### config.mk
export PLATFORM = sky130hd
export DESIGN_NAME = alarm_fsm_flat
export DESIGN_NICKNAME = d
export VERILOG_FILES = /design/src/rtl/alarm_pkg.sv /design/src/rtl/alarm_fsm_if.sv /design/src/rtl/timer_launch.sv /design/src/rtl/alarm_fsm.sv /design/src/flat_wrapper.sv
export SDC_FILE = /design/constraint.sdc
export NUM_CORES = 1
export LEC_CHECK = 0
export ABC_AREA = 1
export CORE_UTILIZATION = 30
export CTS_CLUSTER_SIZE = 12
export DETAILED_ROUTE_END_ITERATION = 10
export MAX_ROUTING_LAYER = met4
export PLACE_DENSITY = 0.58
export SLEW_MARGIN = 20
export SYNTH_ARGS = -nofsm -noshare
export SYNTH_HDL_FRONTEND = slang
export SYNTH_HIERARCHICAL = 1
export SYNTH_SLANG_ARGS = --single-unit
### constraint.sdc
create_clock -name clock -period 1.57 [get_ports clock]
set_input_delay 0.157 -clock clock [delete_from_list [all_inputs] [get_ports clock]]
set_output_delay 0.157 -clock clock [all_outputs]
set_load 0.01 [all_outputs]
### src/rtl/alarm_pkg.sv
`default_nettype none
// ============================================================================
// Module   : alarm_pkg
// Purpose  : Shared state encodings and timer interval codes for the car alarm.
// Revision : 1.0 - initial release
// ============================================================================
package alarm_pkg;

    typedef enum logic [2:0] {
        ST_ARMED       = 3'd0,
        ST_TRIGGERED   = 3'd1,
        ST_SOUND_ALARM = 3'd2,
        ST_ALARM_HOLD  = 3'd3,
        ST_DISARMED    = 3'd4,
        ST_WAIT_OPEN   = 3'd5,
        ST_WAIT_CLOSE  = 3'd6,
        ST_ARM_DELAY   = 3'd7
    } state_t;

    // Codes understood by time_parameters when selecting the interval to load.
    typedef enum logic [1:0] {
        SEL_ARM_DELAY       = 2'd0,
        SEL_DRIVER_DELAY    = 2'd1,
        SEL_PASSENGER_DELAY = 2'd2,
        SEL_ALARM_ON        = 2'd3
    } interval_t;

    localparam int c_exp_blank_default = 2;

endpackage : alarm_pkg
`default_nettype wire

### src/rtl/alarm_fsm_if.sv
`default_nettype none
// ============================================================================
// Module   : alarm_fsm_if
// Purpose  : Control/status link between the alarm FSM and the interval timer.
// Revision : 1.0 - initial release
// ============================================================================
interface alarm_fsm_if;
    import alarm_pkg::*;

    interval_t interval_sel;
    logic      start_timer;
    logic      expired;
    logic      one_hz_enable;

    modport master (
        output interval_sel,
        output start_timer,
        input  expired,
        input  one_hz_enable
    );

    modport slave (
        input  interval_sel,
        input  start_timer,
        output expired,
        output one_hz_enable
    );

endinterface : alarm_fsm_if
`default_nettype wire

### src/rtl/timer_launch.sv
`default_nettype none
// ============================================================================
// Module   : timer_launch
// Purpose  : Timer launch registers plus expired blanking after each launch.
// Revision : 1.0 - initial release
// ============================================================================
module timer_launch
    import alarm_pkg::*;
#(
    parameter int EXP_BLANK = c_exp_blank_default
) (
    input  wire       clock,
    input  wire       reset,
    input  wire       i_launch,
    input  interval_t i_launch_sel,
    input  wire       i_clear,
    input  wire       i_expired,
    output interval_t o_interval_sel,
    output logic      o_start_timer,
    output logic      o_expired_valid
);

    localparam int c_cnt_w = (EXP_BLANK > 1) ? $clog2(EXP_BLANK + 1) : 1;

    interval_t          r_interval_sel;
    logic               r_start_timer;
    logic [c_cnt_w-1:0] r_blank_cnt;

    always_ff @(posedge clock) begin
        if (reset) begin
            r_interval_sel <= SEL_ARM_DELAY;
            r_start_timer  <= 1'b0;
            r_blank_cnt    <= '0;
        end else begin
            r_start_timer <= i_launch;
            if (i_launch) begin
                r_interval_sel <= i_launch_sel;
                r_blank_cnt    <= c_cnt_w'(EXP_BLANK);
            end else if (i_clear) begin
                r_blank_cnt <= '0;
            end else if (r_blank_cnt != '0) begin
                r_blank_cnt <= r_blank_cnt - 1'b1;
            end
        end
    end

    // The timer reports expired while idle, so it is trusted only once the
    // freshly launched count has had time to load.
    assign o_expired_valid = i_expired && (r_blank_cnt == '0) && !r_start_timer;
    assign o_interval_sel  = r_interval_sel;
    assign o_start_timer   = r_start_timer;

endmodule : timer_launch
`default_nettype wire

### src/rtl/alarm_fsm.sv
`default_nettype none
// ============================================================================
// Module   : alarm_fsm
// Purpose  : Main control FSM of the anti-theft car alarm.
// Revision : 1.0 - initial release
// ============================================================================
module alarm_fsm
    import alarm_pkg::*;
#(
    parameter int EXP_BLANK = c_exp_blank_default
) (
    input  wire         clock,
    input  wire         reset,
    input  wire         ignition,
    input  wire         driver_door,
    input  wire         passenger_door,
    input  wire         reprogram,
    alarm_fsm_if.master tmr,
    output logic        siren_enable,
    output logic        status_led
);

    state_t    r_state;
    state_t    w_next_state;
    logic      r_siren;
    logic      r_led;
    logic      w_siren_next;
    logic      w_led_next;
    logic      w_launch;
    logic      w_clear;
    interval_t w_launch_sel;
    logic      w_expired_valid;

    timer_launch #(
        .EXP_BLANK (EXP_BLANK)
    ) u_timer_launch (
        .clock           (clock),
        .reset           (reset),
        .i_launch        (w_launch),
        .i_launch_sel    (w_launch_sel),
        .i_clear         (w_clear),
        .i_expired       (tmr.expired),
        .o_interval_sel  (tmr.interval_sel),
        .o_start_timer   (tmr.start_timer),
        .o_expired_valid (w_expired_valid)
    );

    always_ff @(posedge clock) begin
        if (reset) begin
            r_state <= ST_ARMED;
            r_siren <= 1'b0;
            r_led   <= 1'b1;
        end else begin
            r_state <= w_next_state;
            r_siren <= w_siren_next;
            r_led   <= w_led_next;
        end
    end

    always_comb begin
        w_next_state = r_state;
        w_launch     = 1'b0;
        w_launch_sel = SEL_ARM_DELAY;
        w_clear      = 1'b0;
        if (reprogram) begin
            w_next_state = ST_ARMED;
            w_clear      = 1'b1;
        end else begin
            case (r_state)
                ST_ARMED: begin
                    if (driver_door) begin
                        w_next_state = ST_TRIGGERED;
                        w_launch     = 1'b1;
                        w_launch_sel = SEL_DRIVER_DELAY;
                    end else if (passenger_door) begin
                        w_next_state = ST_TRIGGERED;
                        w_launch     = 1'b1;
                        w_launch_sel = SEL_PASSENGER_DELAY;
                    end
                end
                ST_TRIGGERED: begin
                    if (ignition)             w_next_state = ST_DISARMED;
                    else if (w_expired_valid) w_next_state = ST_SOUND_ALARM;
                end
                ST_SOUND_ALARM: begin
                    if (ignition) begin
                        w_next_state = ST_DISARMED;
                    end else if (!driver_door && !passenger_door) begin
                        w_next_state = ST_ALARM_HOLD;
                        w_launch     = 1'b1;
                        w_launch_sel = SEL_ALARM_ON;
                    end
                end
                ST_ALARM_HOLD: begin
                    if (ignition)                        w_next_state = ST_DISARMED;
                    else if (driver_door || passenger_door) w_next_state = ST_SOUND_ALARM;
                    else if (w_expired_valid)            w_next_state = ST_ARMED;
                end
                ST_DISARMED: begin
                    if (!ignition) w_next_state = ST_WAIT_OPEN;
                end
                ST_WAIT_OPEN: begin
                    if (ignition)         w_next_state = ST_DISARMED;
                    else if (driver_door) w_next_state = ST_WAIT_CLOSE;
                end
                ST_WAIT_CLOSE: begin
                    if (ignition) begin
                        w_next_state = ST_DISARMED;
                    end else if (!driver_door) begin
                        w_next_state = ST_ARM_DELAY;
                        w_launch     = 1'b1;
                        w_launch_sel = SEL_ARM_DELAY;
                    end
                end
                ST_ARM_DELAY: begin
                    if (ignition)             w_next_state = ST_DISARMED;
                    else if (driver_door)     w_next_state = ST_WAIT_CLOSE;
                    else if (w_expired_valid) w_next_state = ST_ARMED;
                end
                default: w_next_state = ST_ARMED;
            endcase
        end
    end

    // Outputs are decoded from the next state so they change on the entry edge.
    always_comb begin
        w_siren_next = (w_next_state == ST_SOUND_ALARM) || (w_next_state == ST_ALARM_HOLD);
        w_led_next   = r_led;
        case (w_next_state)
            ST_ARMED, ST_SOUND_ALARM: w_led_next = 1'b1;
            ST_DISARMED:              w_led_next = 1'b0;
            ST_TRIGGERED, ST_ARM_DELAY: begin
                if ((w_next_state == r_state) && tmr.one_hz_enable) w_led_next = ~r_led;
            end
            default: w_led_next = r_led;
        endcase
    end

    assign siren_enable = r_siren;
    assign status_led   = r_led;

endmodule : alarm_fsm
`default_nettype wire

### src/flat_wrapper.sv
// flat-port wrapper written by rule: the top's interface ports become plain ports
module alarm_fsm_flat import alarm_pkg::*;
#(
    parameter int EXP_BLANK = c_exp_blank_default
)
  (clock, reset, ignition, driver_door, passenger_door, reprogram, siren_enable, status_led, tmr_interval_sel, tmr_start_timer, tmr_expired, tmr_one_hz_enable);
  alarm_fsm_if tmr_i ();
  input  wire clock;
  input  wire reset;
  input  wire ignition;
  input  wire driver_door;
  input  wire passenger_door;
  input  wire reprogram;
  output logic siren_enable;
  output logic status_led;
  output wire logic [$bits(tmr_i.interval_sel)-1:0] tmr_interval_sel;
  output wire logic [$bits(tmr_i.start_timer)-1:0] tmr_start_timer;
  input wire logic [$bits(tmr_i.expired)-1:0] tmr_expired;
  input wire logic [$bits(tmr_i.one_hz_enable)-1:0] tmr_one_hz_enable;
  assign tmr_interval_sel = tmr_i.interval_sel;
  assign tmr_start_timer = tmr_i.start_timer;
  assign tmr_i.expired = tmr_expired;
  assign tmr_i.one_hz_enable = tmr_one_hz_enable;
  alarm_fsm #(.EXP_BLANK(EXP_BLANK)) u_core (.clock(clock), .reset(reset), .ignition(ignition), .driver_door(driver_door), .passenger_door(passenger_door), .reprogram(reprogram), .tmr(tmr_i), .siren_enable(siren_enable), .status_led(status_led));
endmodule
-- After elaboration in Yosys (flattened, before gate mapping)
Cells that the tools add are included.
- $add $sub $neg: 1
- equal/unequal tests: 14
- muxes and demuxes: 38
- bitwise operators: 1
- reductions and logical operators: 19
- operators by type and width (operator ; number):
    2-to-1 mux 3 bit ; 17
    one-hot mux 3 bit (8 select lines) ; 1
    equality test 3 bit, second input constant ; 6
    2-to-1 mux 2 bit ; 8
    equality test 3 x 2 -> 1 bit, second input constant ; 4
    2-to-1 mux 1 bit ; 9
    equality test 3 x 1 -> 1 bit, second input constant ; 2
    logical NOT 3 bit ; 2
    one-hot mux 1 bit (3 select lines) ; 2
    nonzero test 3 bit ; 2
    logical AND 1 bit ; 4
    one-hot mux 2 bit (2 select lines) ; 1
    OR reduction 2 bit ; 2
    equality test 3 bit ; 1
    logical NOT 1 bit ; 3
    OR reduction 3 bit ; 1
    logical NOT 2 bit ; 1
    logical OR 1 bit ; 2
    inequality test 2 x 1 -> 1 bit, second input constant ; 1
    AND reduction 2 bit ; 1
    nonzero test 2 bit ; 1
    subtractor 2 x 1 -> 2 bit, second input constant ; 1
    inverter 1 bit ; 1
- register bits after elaboration: 10
- input bits: 8
- output and inout port bits: 5
- word-level logic and storage cells: 80

-- Logic depth before layout (Yosys ltp)
- word-level depth: 12
- gate-level depth with buffers: 17
- depth with buffers taken out: 17

-- Modules after synthesis
Netlist, hierarchy kept.
- by module, submodules not included (module ; times used ; cells an instance ; area an instance (um^2) ; seq. area each (um^2)):
    alarm_fsm ; 1 ; 91 ; 534.3 ; 100.1
    timer_launch ; 1 ; 26 ; 190.2 ; 100.1

-- Worst setup path before layout
OpenSTA, ideal clock, no wires.
- kind: register -> register
- from: reg u_core.u_timer_launch.r_blank_cnt[0]
- to: reg u_core.r_led, in the netlist u_core/status_led
- arrival time: 1355 ps
- required time: 1453 ps
- setup slack: 98 ps
- cell stages (with the launch flop): 15
- buffers on the path: 0
- period minus slack after synthesis: 1472 ps
- path through: dfxtp_1 -> inv_1 -> nand3_1 -> nor2_1 -> inv_1 -> nand2_1 -> nand2_1 -> nand2_1 -> nand3_2 -> nand2_2 -> nand2_2 -> a21oi_1 -> nand2_1 -> nand3_1 -> nand3_2
- longest elaborated chain between the ends: 12
- elaborated cells on any way between the ends: 25
- RTL lines (element ; RTL line ; RTL):
    from (decl) ; timer_launch.sv:27 ; logic [c_cnt_w-1:0] r_blank_cnt;
    from (signal assigned) ; timer_launch.sv:38 ; r_blank_cnt <= c_cnt_w'(EXP_BLANK);
    from (signal assigned) ; timer_launch.sv:42 ; r_blank_cnt <= r_blank_cnt - 1'b1;
    logical NOT 2 bit * ; timer_launch.sv:49 ; assign o_expired_valid = i_expired && (r_blank_cnt == '0) && !r_start_timer;
    logical AND 1 bit * (2 in a row) ; timer_launch.sv:49 ;
    net u_core.w_expired_valid ; alarm_fsm.sv:32 ; logic w_expired_valid;
    2-to-1 mux 3 bit ; alarm_fsm.sv:97, alarm_fsm.sv:118 ;
    2-to-1 mux 3 bit, on equally long branches ; alarm_fsm.sv:117, alarm_fsm.sv:96 ;
    2-to-1 mux 3 bit, on equally long branches ; alarm_fsm.sv:116, alarm_fsm.sv:95 ;
    one-hot mux 3 bit (8 select lines) * ; alarm_fsm.sv:69 ; case (r_state)
    2-to-1 mux 3 bit * ; alarm_fsm.sv:65 ; if (reprogram) begin
    equality test 3 x 1 -> 1 bit, or another cell as far along ; alarm_fsm.sv:129 ; case (w_next_state)
    OR reduction 2 bit or logical AND 1 bit (tied branches) ; alarm_fsm.sv:129, alarm_fsm.sv:133 ;
    inequality test 2 x 1 -> 1 bit (no line) or nonzero test 3 bit (tied branches) ; n/a ;
    AND reduction 2 bit (no line) ; n/a ;
    to (signal assigned) ; alarm_fsm.sv:56 ; r_led <= w_led_next;
    to (decl) ; alarm_fsm.sv:26 ; logic r_led;
Mark *: on every way through the listed nets, which the timed path passes. The rest lies on a longest branch.
A chain may end at the register's enable or synchronous reset.

-- Final worst setup path
Ends and elaborated chain as after synthesis.

==> PnR_summary.wiki <==
{| class="wikitable"
! Metric !! Value
|-
| Clock Tree Buf Depth || 2
|-
| Leading register cell type out of synthesis || sky130_fd_sc_hd__dfxtp_1
|-
| Violations in the final reports || setup timing
|-
| Leakage power of the design || 0.526 nW
|-
| Sum of overflow across all layers after global routing || 0
|-
| Overall die width || 51.1 µm
|-
| Kind of start point of the critical path || register
|-
| Worst setup path category || reg2reg
|-
| Fraction of layout instances using a drive strength above 1 || 38.6%
|-
| Router iterations before antenna repair || 4
|-
| Share of power burned in the clock network || 34.3%
|-
| Register bit total from synthesis || 10
|-
| Final Wtd Congestion || 0.833
|-
| TritonCTS clock tree || built
|-
| Initial cell density of the core || 32.1%
|-
| Share of the yosys chip area belonging to registers || 27.6%
|-
| Fin worst setup slack || -19.9 ps
|-
| Routed Wire Length || 1830 µm
|-
| Total of buffers placed on input and output ports || 12
|-
| Design Power || 0.670 mW
|-
| Number of maximum-capacitance constraint violations || 0
|-
| Per-instance average area after synthesis || 6.19 µm²
|-
| Per-cell via count in the routed design || 4.63
|-
| Data arrival time of the critical path || 1740 ps
|-
| DR WL/cell || 10.1 µm
|-
| CTS sink cnt || 10
|-
| Total internal power || 0.485 mW
|-
| Detailed-route DRC error count || 0
|-
| Max Clock Skew || 3.91 ps
|-
| Antenna violations before repair || 0
|-
| Critical path fanouts, max || 4
|-
| Worst vdd ir || 363 µV
|-
| Die span in y || 51.1 µm
|-
| Io pins || 13
|-
| Switching power share of the total || 27.6%
|-
| Cell types with the largest area share after synthesis || sky130_fd_sc_hd__dfxtp_1, sky130_fd_sc_hd__nand2_1, sky130_fd_sc_hd__inv_1, sky130_fd_sc_hd__nor2_1, sky130_fd_sc_hd__nand3_1
|-
| Number of violations reported at the end of detailed-routing iteration 0 || 18
|-
| Post-Layout Inst Area || 0.00110 mm²
|-
| Worst R2R Setup Slack || -20 ps
|-
| Relative slew margins || 74.9%
|-
| Final antenna diode count || 0
|-
| Worst-path clk slew || 70 ps
|-
| Slew Limit Fails || 0
|-
| Comb power frac || 24.8%
|-
| Maximum number of pins on one net before global-route repair || 9
|-
| Largest area contributor in the synthesized netlist || sky130_fd_sc_hd__dfxtp_1
|-
| Data required time at the worst endpoint || 1720 ps
|-
| Unrepaired setup endpoints after global routing || true
|-
| Post-synthesis net count || 125
|-
| Core region area || 0.00225 mm²
|-
| Proportion of netlist area held by the largest area contributor || 27.6%
|-
| Endpoints failing setup || 1
|-
| Layout overhead on the synthesized area || 52.5%
|-
| Overall global routing resource usage || 16.1%
|-
| Fmax achieved || 629 MHz
|-
| Number of buffers added by the clock tree synthesis step || 3
|-
| H-Tree Level Count || 1
|-
| Pwr dens || 606 mW/mm²
|-
| Number of unique standard cell types used by synthesis || 20
|-
| Area of the multi-input gates || 480 µm²
|-
| Register Area || 206 µm²
|-
| Via count of the first global-routing pass || 785
|-
| Cell Area, Synth || 724 µm²
|-
| Net switching power || 0.185 mW
|-
| Number of flops mapped to enable cells by yosys || 0
|-
| Cell count after synthesis || 117
|-
| Final Hold Viols || 0
|-
| Ys Warns || 6
|-
| Register share of total power || 40.9%
|-
| Class of the tightest hold or removal check || reg2reg
|-
| Clk Latency, worst-skew pair || 260 ps
|-
| Filler cells || 244
|-
| Post-place instance area || 1000 µm²
|-
| Die area || 0.00262 mm²
|-
| Nets@finish || 162
|-
| Period minus WS final || 1590 ps
|-
| CTS root buffer || sky130_fd_sc_hd__clkbuf_4
|-
| Crit. End Element || register
|-
| Rows || 17
|-
| HPWL after detailed placement || 1400 µm
|-
| Result of the run || finished, violations left
|-
| Post-route fraction of the period consumed by the critical path || 101%
|-
| FFs w/ async S/R, synth || 0%
|-
| First-pass GRT wire length || 3140 µm
|-
| Detail Route Antenna Nets || 0
|-
| Count of vias placed by the detailed router || 838
|-
| Slew @ Worst Pin || 375 ps
|}
## per-stage QoR
step	utilization [%]	setup TNS [ps]	instances	setup slack, ps	hold WS, ps
finish	49.0	-19.9	181	-19.9	459
global route	49.0	-185	181	-180	487
global placement	44.3	-728	173	-242	442
floorplan	-	0	117	97.8	229
detailed placement	44.3	-970	173	-314	453
CTS	48.0	-5.51	179	-5.51	465
## final timing paths
kind                                           start                                 endpoint  cells after the start
max             u_core/u_timer_launch/r_blank_cnt[0]                        u_core/status_led                     14
min          u_core/u_timer_launch/o_interval_sel[1]  u_core/u_timer_launch/o_interval_sel[1]                      2
max reg2reg     u_core/u_timer_launch/r_blank_cnt[0]                        u_core/status_led                     14
min reg2reg  u_core/u_timer_launch/o_interval_sel[1]  u_core/u_timer_launch/o_interval_sel[1]                      2
## registers in the layout, summed over array words and instances, names as in the netlist
register	cells
u_core/status_led	1
u_core/u_timer_launch/o_start_timer	1
u_core/siren_enable	1
u_core/u_timer_launch/r_blank_cnt	2
u_core/r_state	3
u_core/u_timer_launch/o_interval_sel	2
## repair_timing
| item | in CTS | in global routing |
|---|---|---|
| buffers inserted | 2 | 2 |
| setup endpoints to repair | 1 | 2 |
| pin swaps | 7 | 11 |
| gates resized for setup | 13 | 5 |
| cloned | 0 | 0 |
| hold buffers | 0 | 0 |
## power by group through the flow
stage               sequential, mW  combinational, mW  clock (mW)
floorplan                    0.278             0.0745           0
global placement             0.277              0.152           0
detailed placement           0.277              0.155           0
CTS                          0.274              0.164       0.242
global route                 0.276              0.183       0.249
finish                       0.274              0.166       0.230
## metal layers
| metal | vias up | wire length, µm | track usage, % | part of all wire (%) |
|---|---|---|---|---|
| met3 | 2 | 105 | 1.19 | 5.7 |
| met4 | 0 | 12 | 9.26 | 0.66 |
| met1 | 367 | 854 | 21.1 | 47 |
| met2 | 27 | 857 | 24.3 | 47 |
| li1 | 442 | - | - | - |
| met5 | - | 0 | - | 0 |
## logic make-up (layout without fill, tap and decap cells)
group	count (synthesis)	in the layout	share of synthesized area [%]
and+or+nand+nor	81	81	56.5
buffers and inverters	20	56	10.7
DFF	10	10	27.6
AOI/OAI and AO/OA	6	6	5.18
## placed cells by master (no fill, tap or decap), types with 3 or more instances in the layout
cell | netlist | final
sky130_fd_sc_hd__a21oi_1 | 4 | 3
sky130_fd_sc_hd__buf_4 | 0 | 20
sky130_fd_sc_hd__nand2_1 | 35 | 32
sky130_fd_sc_hd__nor2_2 | 4 | 3
sky130_fd_sc_hd__nand3_2 | 4 | 6
sky130_fd_sc_hd__nor2_4 | 2 | 4
sky130_fd_sc_hd__clkbuf_4 | 0 | 3
sky130_fd_sc_hd__dfxtp_1 | 10 | 5
sky130_fd_sc_hd__inv_1 | 15 | 12
sky130_fd_sc_hd__clkdlybuf4s50_1 | 0 | 11
sky130_fd_sc_hd__inv_2 | 2 | 5
sky130_fd_sc_hd__nor2_1 | 15 | 14
sky130_fd_sc_hd__nand3_1 | 11 | 9
sky130_fd_sc_hd__dfxtp_2 | 0 | 5
sky130_fd_sc_hd__nand2_2 | 3 | 6
## critical path, stage by stage, from the launching register on
cell,delay [ps]
sky130_fd_sc_hd__dfxtp_2,320
sky130_fd_sc_hd__inv_2,60
sky130_fd_sc_hd__nand3_2,90
sky130_fd_sc_hd__nor2_4,110
sky130_fd_sc_hd__inv_2,40
sky130_fd_sc_hd__nand2_2,60
sky130_fd_sc_hd__nand2_1,50
sky130_fd_sc_hd__nand2_1,70
sky130_fd_sc_hd__nand3_2,120
sky130_fd_sc_hd__nand2_2,120
sky130_fd_sc_hd__nand2_2,80
sky130_fd_sc_hd__a21oi_2,120
sky130_fd_sc_hd__nand2_1,90
sky130_fd_sc_hd__nand3_2,70
sky130_fd_sc_hd__nand3_2,70
## layout make-up
| class | instances | share of cell area (%) |
|---|---|---|
| clock buffer | 4 | 3.28 |
| sequential | 10 | 18.7 |
| inverter | 20 | 7.02 |
| timing repair buffer | 32 | 24.3 |
| tap | 28 | 3.17 |
| multi-input combinational | 87 | 43.5 |
## cell usage after synthesis (2+ instances only)
| library cell | number |
|---|---|
| sky130_fd_sc_hd__nand3_1 | 11 |
| sky130_fd_sc_hd__nand4_1 | 2 |
| sky130_fd_sc_hd__inv_2 | 2 |
| sky130_fd_sc_hd__nand3_2 | 4 |
| sky130_fd_sc_hd__dfxtp_1 | 10 |
| sky130_fd_sc_hd__nor2_2 | 4 |
| sky130_fd_sc_hd__nand3b_1 | 2 |
| sky130_fd_sc_hd__nor2_4 | 2 |
| sky130_fd_sc_hd__a21oi_1 | 4 |
| sky130_fd_sc_hd__nand2_1 | 35 |
| sky130_fd_sc_hd__inv_1 | 15 |
| sky130_fd_sc_hd__nor2_1 | 15 |
| sky130_fd_sc_hd__nand2_2 | 3 |
| sky130_fd_sc_hd__clkinv_1 | 2 |
(Power assumes the default switching activity.)
